`src/rtl/pic_ctrl_seq_if.sv`:
```
// CPU-side bus of the PIC control sequencer: register writes, the INTA
// acknowledge pin, and the interrupt request / vector byte back to the CPU.
interface pic_ctrl_seq_if;
  logic       wr_en;
  logic       A0;
  logic [7:0] datain;
  logic       INTA;
  logic       INT;
  logic [7:0] vector_out;
  logic       vec_oe;

  modport master (output wr_en, A0, datain, INTA, input INT, vector_out, vec_oe);
  modport slave  (input wr_en, A0, datain, INTA, output INT, vector_out, vec_oe);
endinterface

```
`src/rtl/pic_ctrl_seq.sv`:
```
// 8259-style PIC control sequencer: ICW1..ICW4 init FSM, OCW1..OCW3 decode,
// and the two-pulse INTA handshake with auto-EOI and EOI collision handling.
module pic_ctrl_seq #(
  parameter int NUM_IRQ     = 8,
  parameter int SYNC_STAGES = 2,
  localparam int L          = $clog2(NUM_IRQ)
) (
  input  logic               clk,
  input  logic               reset,
  pic_ctrl_seq_if.slave      bus,
  input  logic               irq_pending,
  input  logic [L-1:0]       irq_id,
  output logic               isr_set,
  output logic [L-1:0]       isr_id,
  output logic               eoi_pulse,
  output logic               eoi_specific,
  output logic [L-1:0]       eoi_level,
  output logic [NUM_IRQ-1:0] maskreg,
  output logic [1:0]         RR_RIS,
  output logic               AEOI,
  output logic               SNGL,
  output logic [7:0]         ICW3word,
  output logic               init_done
);

  typedef enum logic [2:0] {S_UNINIT, S_ICW2, S_ICW3, S_ICW4, S_READY} init_state_t;
  typedef enum logic [1:0] {A_IDLE, A_ACK1, A_GAP, A_ACK2} inta_state_t;

  init_state_t init_state, init_next;
  inta_state_t inta_state, inta_next;

  logic         ic4;
  logic [7-L:0] vec_base;
  logic [L-1:0] cap_id;
  logic         spurious;
  logic         aeoi_pend;
  logic [L-1:0] pend_level;

  // ---------------- write decode ----------------
  logic icw1, wr_hi, ocw_lo, ocw2_eoi, ocw3_wr;

  assign init_done = (init_state == S_READY);
  assign icw1      = bus.wr_en & ~bus.A0 & bus.datain[4];
  assign wr_hi     = bus.wr_en &  bus.A0;
  assign ocw_lo    = bus.wr_en & ~bus.A0 & ~bus.datain[4] & init_done;
  assign ocw2_eoi  = ocw_lo & ~bus.datain[3] & bus.datain[5];
  assign ocw3_wr   = ocw_lo &  bus.datain[3];

  // ---------------- init FSM ----------------
  // NOTE: every always_comb output gets a default first so no path infers a latch.
  always_comb begin
    init_next = init_state;
    if (icw1) begin
      init_next = S_ICW2;
    end else if (wr_hi) begin
      case (init_state)
        S_ICW2:  init_next = !SNGL ? S_ICW3 : (ic4 ? S_ICW4 : S_READY);
        S_ICW3:  init_next = ic4 ? S_ICW4 : S_READY;
        S_ICW4:  init_next = S_READY;
        default: init_next = init_state;
      endcase
    end
  end

  // NOTE: sequential state uses non-blocking assignments so every flop samples pre-edge values.
  always_ff @(posedge clk) begin
    if (reset) begin
      init_state <= S_UNINIT;
      vec_base   <= '0;
      SNGL       <= 1'b0;
      ic4        <= 1'b0;
      AEOI       <= 1'b0;
      ICW3word   <= '0;
      maskreg    <= '0;
      RR_RIS     <= 2'b10;
    end else begin
      init_state <= init_next;
      if (icw1) begin
        maskreg  <= '0;
        AEOI     <= 1'b0;
        ICW3word <= '0;
        RR_RIS   <= 2'b10;
        SNGL     <= bus.datain[1];
        ic4      <= bus.datain[0];
      end else if (wr_hi) begin
        case (init_state)
          S_ICW2:  vec_base <= bus.datain[7:L];
          S_ICW3:  ICW3word <= bus.datain;
          S_ICW4:  AEOI     <= bus.datain[1];
          S_READY: maskreg  <= bus.datain[NUM_IRQ-1:0];
          default: ;
        endcase
      end
      // OCW3 only updates the read select when its RR bit is set
      if (ocw3_wr && bus.datain[1]) RR_RIS <= bus.datain[1:0];
    end
  end

  // ---------------- INTA synchroniser and edge detect ----------------
  logic inta_s, inta_prev, inta_fall, inta_rise;

  generate
    if (SYNC_STAGES == 0) begin : g_nosync
      assign inta_s = bus.INTA;
    end else begin : g_sync
      logic [SYNC_STAGES-1:0] sync_q;
      logic [SYNC_STAGES:0]   taps;
      assign taps   = {sync_q, bus.INTA};
      assign inta_s = taps[SYNC_STAGES];
      always_ff @(posedge clk) begin
        if (reset) sync_q <= '1;
        else       sync_q <= taps[SYNC_STAGES-1:0];
      end
    end
  endgenerate

  always_ff @(posedge clk) begin
    if (reset) inta_prev <= 1'b1;
    else       inta_prev <= inta_s;
  end

  assign inta_fall =  inta_prev & ~inta_s;
  assign inta_rise = ~inta_prev &  inta_s;

  // ---------------- INTA FSM ----------------
  logic ack_start, vec_drive, ack_end, auto_req;

  always_comb begin
    inta_next = inta_state;
    ack_start = 1'b0;
    vec_drive = 1'b0;
    ack_end   = 1'b0;
    if (icw1) begin
      inta_next = A_IDLE;
    end else begin
      case (inta_state)
        A_IDLE: if (inta_fall) begin inta_next = A_ACK1; ack_start = 1'b1; end
        A_ACK1: if (inta_rise) inta_next = A_GAP;
        A_GAP:  if (inta_fall) begin inta_next = A_ACK2; vec_drive = 1'b1; end
        A_ACK2: if (inta_rise) begin inta_next = A_IDLE; ack_end = 1'b1; end
        default: inta_next = A_IDLE;
      endcase
    end
  end

  assign auto_req = ack_end & AEOI & ~spurious;
  assign isr_id   = cap_id;

  always_ff @(posedge clk) begin
    if (reset) begin
      inta_state     <= A_IDLE;
      bus.INT        <= 1'b0;
      bus.vec_oe     <= 1'b0;
      bus.vector_out <= '0;
      isr_set        <= 1'b0;
      cap_id         <= '0;
      spurious       <= 1'b0;
    end else begin
      inta_state <= inta_next;
      isr_set    <= ack_start & irq_pending;
      bus.INT    <= (inta_state == A_IDLE) & ~ack_start & ~icw1 & irq_pending & init_done;
      if (ack_start) begin
        // With no request left at the first acknowledge, the lowest-priority id is returned
        cap_id   <= irq_pending ? irq_id : '1;
        spurious <= ~irq_pending;
      end
      if (vec_drive) begin
        bus.vec_oe     <= 1'b1;
        bus.vector_out <= {vec_base, cap_id};
      end
      if (ack_end || icw1) bus.vec_oe <= 1'b0;
    end
  end

  // ---------------- EOI arbitration ----------------
  // A CPU EOI wins the cycle; a colliding auto-EOI waits one cycle in aeoi_pend.
  always_ff @(posedge clk) begin
    if (reset) begin
      eoi_pulse    <= 1'b0;
      eoi_specific <= 1'b0;
      eoi_level    <= '0;
      aeoi_pend    <= 1'b0;
      pend_level   <= '0;
    end else begin
      eoi_pulse <= 1'b0;
      if (icw1) begin
        aeoi_pend <= 1'b0;
      end else if (ocw2_eoi) begin
        eoi_pulse    <= 1'b1;
        eoi_specific <= bus.datain[6];
        eoi_level    <= bus.datain[L-1:0];
        if (auto_req) begin
          aeoi_pend  <= 1'b1;
          pend_level <= cap_id;
        end
      end else if (aeoi_pend) begin
        eoi_pulse    <= 1'b1;
        eoi_specific <= 1'b1;
        eoi_level    <= pend_level;
        aeoi_pend    <= auto_req;
        if (auto_req) pend_level <= cap_id;
      end else if (auto_req) begin
        eoi_pulse    <= 1'b1;
        eoi_specific <= 1'b1;
        eoi_level    <= cap_id;
      end
    end
  end

endmodule

```
`src/flat_wrapper.sv`:
```
// flat-port wrapper written by rule: the top's interface ports become plain ports
module pic_ctrl_seq_flat 
#(
  parameter int NUM_IRQ     = 8,
  parameter int SYNC_STAGES = 2,
  localparam int L          = $clog2(NUM_IRQ)
)
  (clk, reset, irq_pending, irq_id, isr_set, isr_id, eoi_pulse, eoi_specific, eoi_level, maskreg, RR_RIS, AEOI, SNGL, ICW3word, init_done, bus_wr_en, bus_A0, bus_datain, bus_INTA, bus_INT, bus_vector_out, bus_vec_oe);
  pic_ctrl_seq_if bus_i ();
  input  logic clk;
  input  logic reset;
  input  logic irq_pending;
  input  logic [L-1:0] irq_id;
  output logic isr_set;
  output logic [L-1:0] isr_id;
  output logic eoi_pulse;
  output logic eoi_specific;
  output logic [L-1:0] eoi_level;
  output logic [NUM_IRQ-1:0] maskreg;
  output logic [1:0] RR_RIS;
  output logic AEOI;
  output logic SNGL;
  output logic [7:0] ICW3word;
  output logic init_done;
  input wire logic [$bits(bus_i.wr_en)-1:0] bus_wr_en;
  input wire logic [$bits(bus_i.A0)-1:0] bus_A0;
  input wire logic [$bits(bus_i.datain)-1:0] bus_datain;
  input wire logic [$bits(bus_i.INTA)-1:0] bus_INTA;
  output wire logic [$bits(bus_i.INT)-1:0] bus_INT;
  output wire logic [$bits(bus_i.vector_out)-1:0] bus_vector_out;
  output wire logic [$bits(bus_i.vec_oe)-1:0] bus_vec_oe;
  assign bus_i.wr_en = bus_wr_en;
  assign bus_i.A0 = bus_A0;
  assign bus_i.datain = bus_datain;
  assign bus_i.INTA = bus_INTA;
  assign bus_INT = bus_i.INT;
  assign bus_vector_out = bus_i.vector_out;
  assign bus_vec_oe = bus_i.vec_oe;
  pic_ctrl_seq #(.NUM_IRQ(NUM_IRQ), .SYNC_STAGES(SYNC_STAGES)) u_core (.clk(clk), .reset(reset), .bus(bus_i), .irq_pending(irq_pending), .irq_id(irq_id), .isr_set(isr_set), .isr_id(isr_id), .eoi_pulse(eoi_pulse), .eoi_specific(eoi_specific), .eoi_level(eoi_level), .maskreg(maskreg), .RR_RIS(RR_RIS), .AEOI(AEOI), .SNGL(SNGL), .ICW3word(ICW3word), .init_done(init_done));
endmodule
```
`config.mk`:
```
export PLATFORM = sky130hd
export DESIGN_NAME = pic_ctrl_seq_flat
export DESIGN_NICKNAME = d
export VERILOG_FILES = /design/src/rtl/pic_ctrl_seq_if.sv /design/src/rtl/pic_ctrl_seq.sv /design/src/flat_wrapper.sv
export SDC_FILE = /design/constraint.sdc
export NUM_CORES = 1
export LEC_CHECK = 0
export CORE_MARGIN = 5
export CORE_UTILIZATION = 40
export CTS_CLUSTER_DIAMETER = 150
export DETAILED_ROUTE_END_ITERATION = 8
export GPL_TIMING_DRIVEN = 0
export MAX_ROUTING_LAYER = met4
export PLACE_DENSITY = 0.72
export SLEW_MARGIN = 25
export SYNTH_ARGS = -nofsm -noshare
export SYNTH_HDL_FRONTEND = slang
export SYNTH_SLANG_ARGS = --single-unit
```
`constraint.sdc`:
```
create_clock -name clk -period 1.77 [get_ports clk]
set_clock_uncertainty 0.15 [all_clocks]
set_input_delay 0.531 -clock clk [delete_from_list [all_inputs] [get_ports clk]]
set_output_delay 0.531 -clock clk [all_outputs]
set_load 0.02 [all_outputs]
```
==> qor.yml, run 1 <==
outcome: "finished with violations"
violations: "setup timing"
final_design_area_no_fill_sq_um: 3410
area_growth_pct: 39.6
maxCapViolations: 0
path_max_fanout: 4
crit_arrival_ns: 1.15
setup_violations: 2
cts_tree: "done"
rsz0062_at_grt: "true"
worstMarginPinSlew_ns: 0.471
yosysTopAreaCellShare: 0.475
n_fill_cell: 535
dr_wl_met2_mm: 2.80
cpMostUsedCell: "buf_6"
synth.avg_cell_area_sq_um: 9.62
cts.path.max_buffers: 2
total_power_mw: 2.92
synth_area_sq_um: 2440
synth_cell_types: 39
final_cell_mix: "55 x dfxtp_1, 43 x nor2_1, 34 x dlygate4sd2_1"
hold_viol: 0
wirelength_mm: 6.13
rows: 28
vias_per_cell: 4.96
finalCritPeriodShare: 1.04
yosys_warnings: 0
cts_buffers: 9
h-tree-depth: 3
die-area_sq_um: 7770
power.internal_mw: 2.22
ioPinCount: 57
period_needed_ns: 1.83
vias: 2024
final_common_cell: "dfxtp_1"
die_w_um: 88.2
clock-sinks: 58
hp-class: "flip-flop to flip-flop"
async_flop_share: 0
clk_pin_slew_worst_paths_ns: 0.07
wl_met3_um: 408
slew_viol_final: 0
coreArea_sq_um: 5920
peakVddDrop_uv: 475
fmax_mhz: 545
power.share.clock: 0.447
synth_nets: 276
switchingPower_mw: 0.698
grt_max_degree: 11
antenna_left: 0
crit_family: "flip-flops"
power_frac_seq: 0.462
critPathRequiredTime_ns: 1.09
yosysTopAreaCell: "dfxtp_1"
highest-signal-layer: "met4"
antenna_found_initial: 0
placed_area_sq_um: 3090
synthCells: 254
dr.pass1.iters: 4
wl_met1_mm: 2.80
cp_num_buf_inv: 2
powerDensity_nw_per_um2: 856
drc: 0
start_kind: "flip-flop"
dp_hpwl_mm: 4.19
grt_usage: 0.174
critPathSlowestCell: "dfxtp_1"
final_cells: 408
grt_pass1_wl_mm: 9.90
regArea_sq_um: 1160
ys_seq_area_frac: 0.475
synth.area.top_cells: "dfxtp_1 48%, mux2i_1 14%, nor2_1 6.9%, ha_1 2.6%, a21oi_1 2.5%"
synth-edff-count: 0
diodes: 0
p_leak_nw: 1.49
clk_latency_ns: 0.34
ys_seq_elements: 58
clock-root-buffer: "clkbuf_8"
die_h_um: 88.2
max_stage_delay_ns: 0.31
io_buffers: 55
start_util: 0.413
multiInputGateArea_sq_um: 1210
swShare: 0.239
drive_gt1_frac: 0.204
worstSetupPathType: "flip-flop to primary output"
routabilityCongestion: 0.869
slew_headroom: 0.686
nNetsFinal: 351
p_comb_frac: 0.090
worst_slack_ns: -0.0633
dp_cells: 384
wl_per_cell_um: 15.0
grt_pass1_vias: 2021
drtIter0Drc: 85
cp_cell_sequence: "buf_6 -> nor3b_4 -> buf_6"
ys.flop_type: "dfxtp_1"
grt_overflow: 0
endpoint_kind: "primary output"
power groups by stage:
| stage | Combinational, mW | Clock [mW] | Sequential [mW] |
|---|---|---|---|
| floorplan | 0.136 | 0 | 1.38 |
| global placement | 0.235 | 0 | 1.38 |
| detailed placement | 0.240 | 0 | 1.38 |
| CTS | 0.248 | 1.32 | 1.35 |
| global route | 0.293 | 1.39 | 1.35 |
| finish | 0.263 | 1.31 | 1.35 |
per-layer routing:
layer / vias up / GRT usage
met5: - / -
met2: 58 / 0.258
li1: 1019 / -
met3: 12 / 0.0508
met4: 0 / 0.0742
met1: 935 / 0.219
sequential cells by signal, summed over array words and instances, names as in the netlist:
register and cells:
u_core.vec_base 5, u_core.g_sync.sync_q 2, u_core.RR_RIS 2, u_core.eoi_pulse 1, u_core.bus.vector_out 8, u_core.maskreg 8, u_core.pend_level 3, u_core.spurious 1
u_core.ICW3word 8, u_core.isr_id 3, u_core.AEOI 1, u_core.bus.INT 1, u_core.bus.vec_oe 1, u_core.eoi_level 3, u_core.ic4 1, u_core.aeoi_pend 1
u_core.SNGL 1, u_core.inta_prev 1, u_core.init_state 3, u_core.eoi_specific 1, u_core.inta_state 2, u_core.isr_set 1
area by class of cell:
type,instances,area share
Buffer,12,0.0249
Tap cell,75,0.0275
Inverter,11,0.0121
Sequential cell,58,0.342
Timing Repair Buffer,66,0.178
Multi-Input combinational cell,171,0.355
Clock buffer,9,0.0363
Clock inverter,6,0.0242
synthesized netlist by cell type (all sizes together) (2+ instances only):
master	number
a211o	3
a211oi	2
a21oi	13
a311oi	3
a31oi	2
and2	2
and3	3
and3b	2
buf	7
clkbuf	7
dfxtp	58
ha	5
inv	11
mux2	4
mux2i	33
nand2	9
nand2b	4
nand3	8
nand3b	2
nor2	45
nor2b	3
nor3	5
nor3b	4
o21ai	7
or2	3
stage by stage:
stage	setup WS, ns	utilization	hold slack, ns	setup TNS, ns
after floorplan	0.0190	-	0.239	0
after global placement	-0.924	0.522	0.249	-37.77
after detailed placement	-0.939	0.522	0.257	-38.73
after CTS	-0.0996	0.563	0.277	-0.0996
after global routing	-0.124	0.576	0.284	-0.656
final	-0.0633	0.576	0.277	-0.0818
logic make-up (layout without fill, tap and decap cells):
family,count (synthesis),count (layout),synth area share
AOI/OAI and AO/OA,35,35,0.0963
and+or+nand+nor,94,94,0.200
adders and majority gates,5,5,0.0256
DFF,58,58,0.475
muxes,37,37,0.154
buffers and inverters,25,104,0.0497
what timing repair did:
item,CTS,global route
pin swaps,5,5
setup endpoints to repair,95,48
gates cloned,1,0
setup buffers,4,6
endpoints found under the hold margin,0,0
gates resized for setup,75,19
hold buffers,0,0
final timing paths:
| kind | from | endpoint | slack [ns] | cells past startpoint |
|---|---|---|---|---|
| min reg2reg | u_core.g_sync.sync_q[0] | u_core.g_sync.sync_q[1] | 0.28 | 1 |
| min | u_core.g_sync.sync_q[0] | u_core.g_sync.sync_q[1] | 0.28 | 1 |
| max reg2reg | u_core.init_state[1] | u_core.eoi_specific | -0.02 | 7 |
| max | u_core.init_state[1] | init_done | -0.06 | 3 |
(Power assumes the default switching activity.)
==> inputs of run 2 (changes only) <==
--- a/config.mk
+++ b/config.mk
@@ -5,6 +5,7 @@
 export SDC_FILE = /design/constraint.sdc
 export NUM_CORES = 1
 export LEC_CHECK = 0
+export ABC_AREA = 1
 export CORE_MARGIN = 5
 export CORE_UTILIZATION = 40
 export CTS_CLUSTER_DIAMETER = 150
==> run 2 against run 1 <==
Effect of this change:
- the flow still finishes with violations (setup timing)
- utilization shrank 2.2 points
- clock power shrank 26%
- maximum frequency is 0.59% lower
- critical path depth up 2
- via count rose by 9.7%
- largest cell class is now registers
==> qor.yml, run 2 <==
period_needed_ns: 1.84  # +0.0109 ns
synth.avg_cell_area_sq_um: 7.72  # -20%
dr.pass1.iters: 5  # +1
maxCapViolations: 0  # unchanged
routabilityCongestion: 0.844  # -2.9%
dp_hpwl_mm: 4.34  # +3.6%
yosysTopAreaCellShare: 0.488  # +0.0133
die-area_sq_um: 7580  # -2.4%
crit_arrival_ns: 1.16  # about the same
final_design_area_no_fill_sq_um: 3240  # -4.9%
grt_pass1_vias: 2074  # +2.6%
reg_top3: "u_core.ICW3word: 8 flops, u_core.bus.vector_out: 8 flops, u_core.maskreg: 8 flops"
powerDensity_nw_per_um2: 855  # about the same
ioPinCount: 57  # unchanged
max_stage_delay_ns: 0.36  # +0.05 ns
rsz0062_at_grt: "true"
critPathSlowestCell: "dfxtp_4"
outcome: "finished with violations"
area_growth_pct: 36.5
endpoint_kind: "primary output"
slew_viol_final: 0  # unchanged
grt_overflow: 0  # unchanged
crit_family: "flip-flops"
yosysTopAreaCell: "dfxtp_1"
diodes: 0  # unchanged
synth_most_common_cell: "dfxtp_1"
start_util: 0.406  # -0.00639
io_buffers: 56  # +1.8%
finalCritPeriodShare: 1.04  # +0.00615
h-tree-depth: 3  # unchanged
clock-sinks: 58  # unchanged
cp_cell_sequence: "nor2_4 -> nand2_2 -> inv_2 -> buf_8 -> buf_6"
final_cell_mix: "57 x dfxtp_1, 43 x nand2_1, 43 x nor2_1"
async_flop_share: 0  # unchanged
synth.area.top_cells: "dfxtp_1 49%, nor2_1 7.1%, a21oi_1 6.9%, nand2_1 6.9%, o21ai_0 5.1%"
grt_pass1_wl_mm: 9.69  # -2.2%
peakVddDrop_uv: 377  # -21%
setup_tns_ns: -0.0742  # +0.00759 ns
worstSetupPathType: "flip-flop to primary output"
nNetsFinal: 406  # +16%
hold_viol: 0  # unchanged
ys_seq_elements: 58  # unchanged
cp_num_buf_inv: 3  # +1
drc: 0  # unchanged
hp-class: "flip-flop to flip-flop"
clock-root-buffer: "clkbuf_8"
start_kind: "flip-flop"
placed_area_sq_um: 3030  # -2.0%
antenna_found_initial: 0  # unchanged
wl_per_cell_um: 12.9  # -14%
setup_violations: 1  # -1
worstMarginPinSlew_ns: 0.333  # -0.138 ns
synth_area_sq_um: 2380  # -2.7%
ys.flop_type: "dfxtp_1"
cts_buffers: 9  # unchanged
fmax_mhz: 542  # -0.59%
grt_max_degree: 11  # unchanged
drive_gt1_frac: 0.169  # -0.0354
synth_nets: 330  # +20%
vias: 2220  # +9.7%
rows: 28  # unchanged
clk_latency_ns: 0.34  # about the same
ys_seq_area_frac: 0.488  # +0.0133
synth_cell_types: 27  # -31%
critPathRequiredTime_ns: 1.09  # about the same
die_w_um: 87.1  # -1.2%
antenna_left: 0  # unchanged
grt_usage: 0.170  # -0.00332
die_h_um: 87.1  # -1.2%
violations: "setup timing"
yosys-top-cells-count: "58 x dfxtp_1, 45 x nor2_1, 44 x nand2_1"
coreArea_sq_um: 5850  # -1.2%
clk_pin_slew_worst_paths_ns: 0.06  # about the same
final_common_cell: "dfxtp_1"
wirelength_mm: 5.92  # -3.3%
path_max_fanout: 5  # +1
vias_per_cell: 4.83  # -2.7%
yosys_warnings: 0  # unchanged
synthCells: 308  # +21%
slew_headroom: 0.778  # +0.0917
drtIter0Drc: 157  # +85%
synth-edff-count: 0  # unchanged
worst_slack_ns: -0.0742  # -0.0109 ns
p_leak_nw: 1.54  # +3.0%
cts_tree: "done"
cts.path.max_buffers: 2  # unchanged
[run 2: final cells by class]
| cell class | instances | area, sq um |
|---|---|---|
| well taps | 75 | 93.8 |
| clock inverters | 1 | 5.00 |
| fillers | 556 | 2610 |
| plain buffers | 10 | 76.3 |
| flip-flops and latches | 58 | 1160 |
| clock buffers | 11 | 141 |
| multi-input cells | 206 | 1060 |
| repair buffers | 65 | 574 |
| inverters | 34 | 128 |
[run 2: worst paths after layout]
check | startpoint | endpoint | slack [ns] | cells after the start
setup / recovery | u_core.init_state[0] | init_done | -0.07 | 5
hold / removal | u_core.g_sync.sync_q[0] | u_core.g_sync.sync_q[1] | 0.26 | 1
setup reg to reg | u_core.inta_state[0] | u_core.inta_state[0] | 0.21 | 5
hold reg to reg | u_core.g_sync.sync_q[0] | u_core.g_sync.sync_q[1] | 0.26 | 1
[run 2: per-layer routing]
layer	global-route usage	vias to the layer above	wire length, um
li1	-	1150	-
met4	0.0795	0	113
met2	0.268	56	2850
met3	0.0388	12	320
met5	-	-	0
met1	0.207	1002	2630
[run 2: cell families after synthesis]
group                      synth area share
DFF                                   0.488
adders and majority gates            0.0263
and+or+nand+nor                       0.251
buffers and inverters                0.0800
AOI/OAI and AO/OA                     0.154
[run 2: what timing repair did]
item | 4_1_cts | 5_1_grt
hold buffers | 0 | 0
buffers inserted | 2 | 7
setup endpoints to repair | 71 | 26
resized for setup | 55 | 19
endpoints found under the hold margin | 0 | 0
pin swaps | 1 | 6
[run 2: power by group]
| part | leakage [nW] | internal, mW | switching, mW |
|---|---|---|---|
| Sequential | 0.470 | 1.35 | 0.0346 |
| Combinational | 0.990 | 0.159 | 0.254 |
| Clock | 0.0770 | 0.511 | 0.462 |
[run 2: stage by stage]
| step | setup WS [ns] | std cells | util | hold WS [ns] | total power [mW] |
|---|---|---|---|---|---|
| after floorplan | 0.280 | 308 | - | 0.239 | 1.67 |
| after global placement | -0.494 | 439 | 0.518 | 0.242 | 1.81 |
| after detailed placement | -0.485 | 439 | 0.518 | 0.243 | 1.82 |
| after CTS | -0.177 | 453 | 0.540 | 0.257 | 2.78 |
| after global routing | -0.124 | 460 | 0.555 | 0.273 | 2.90 |
| final | -0.0742 | 460 | 0.555 | 0.257 | 2.77 |
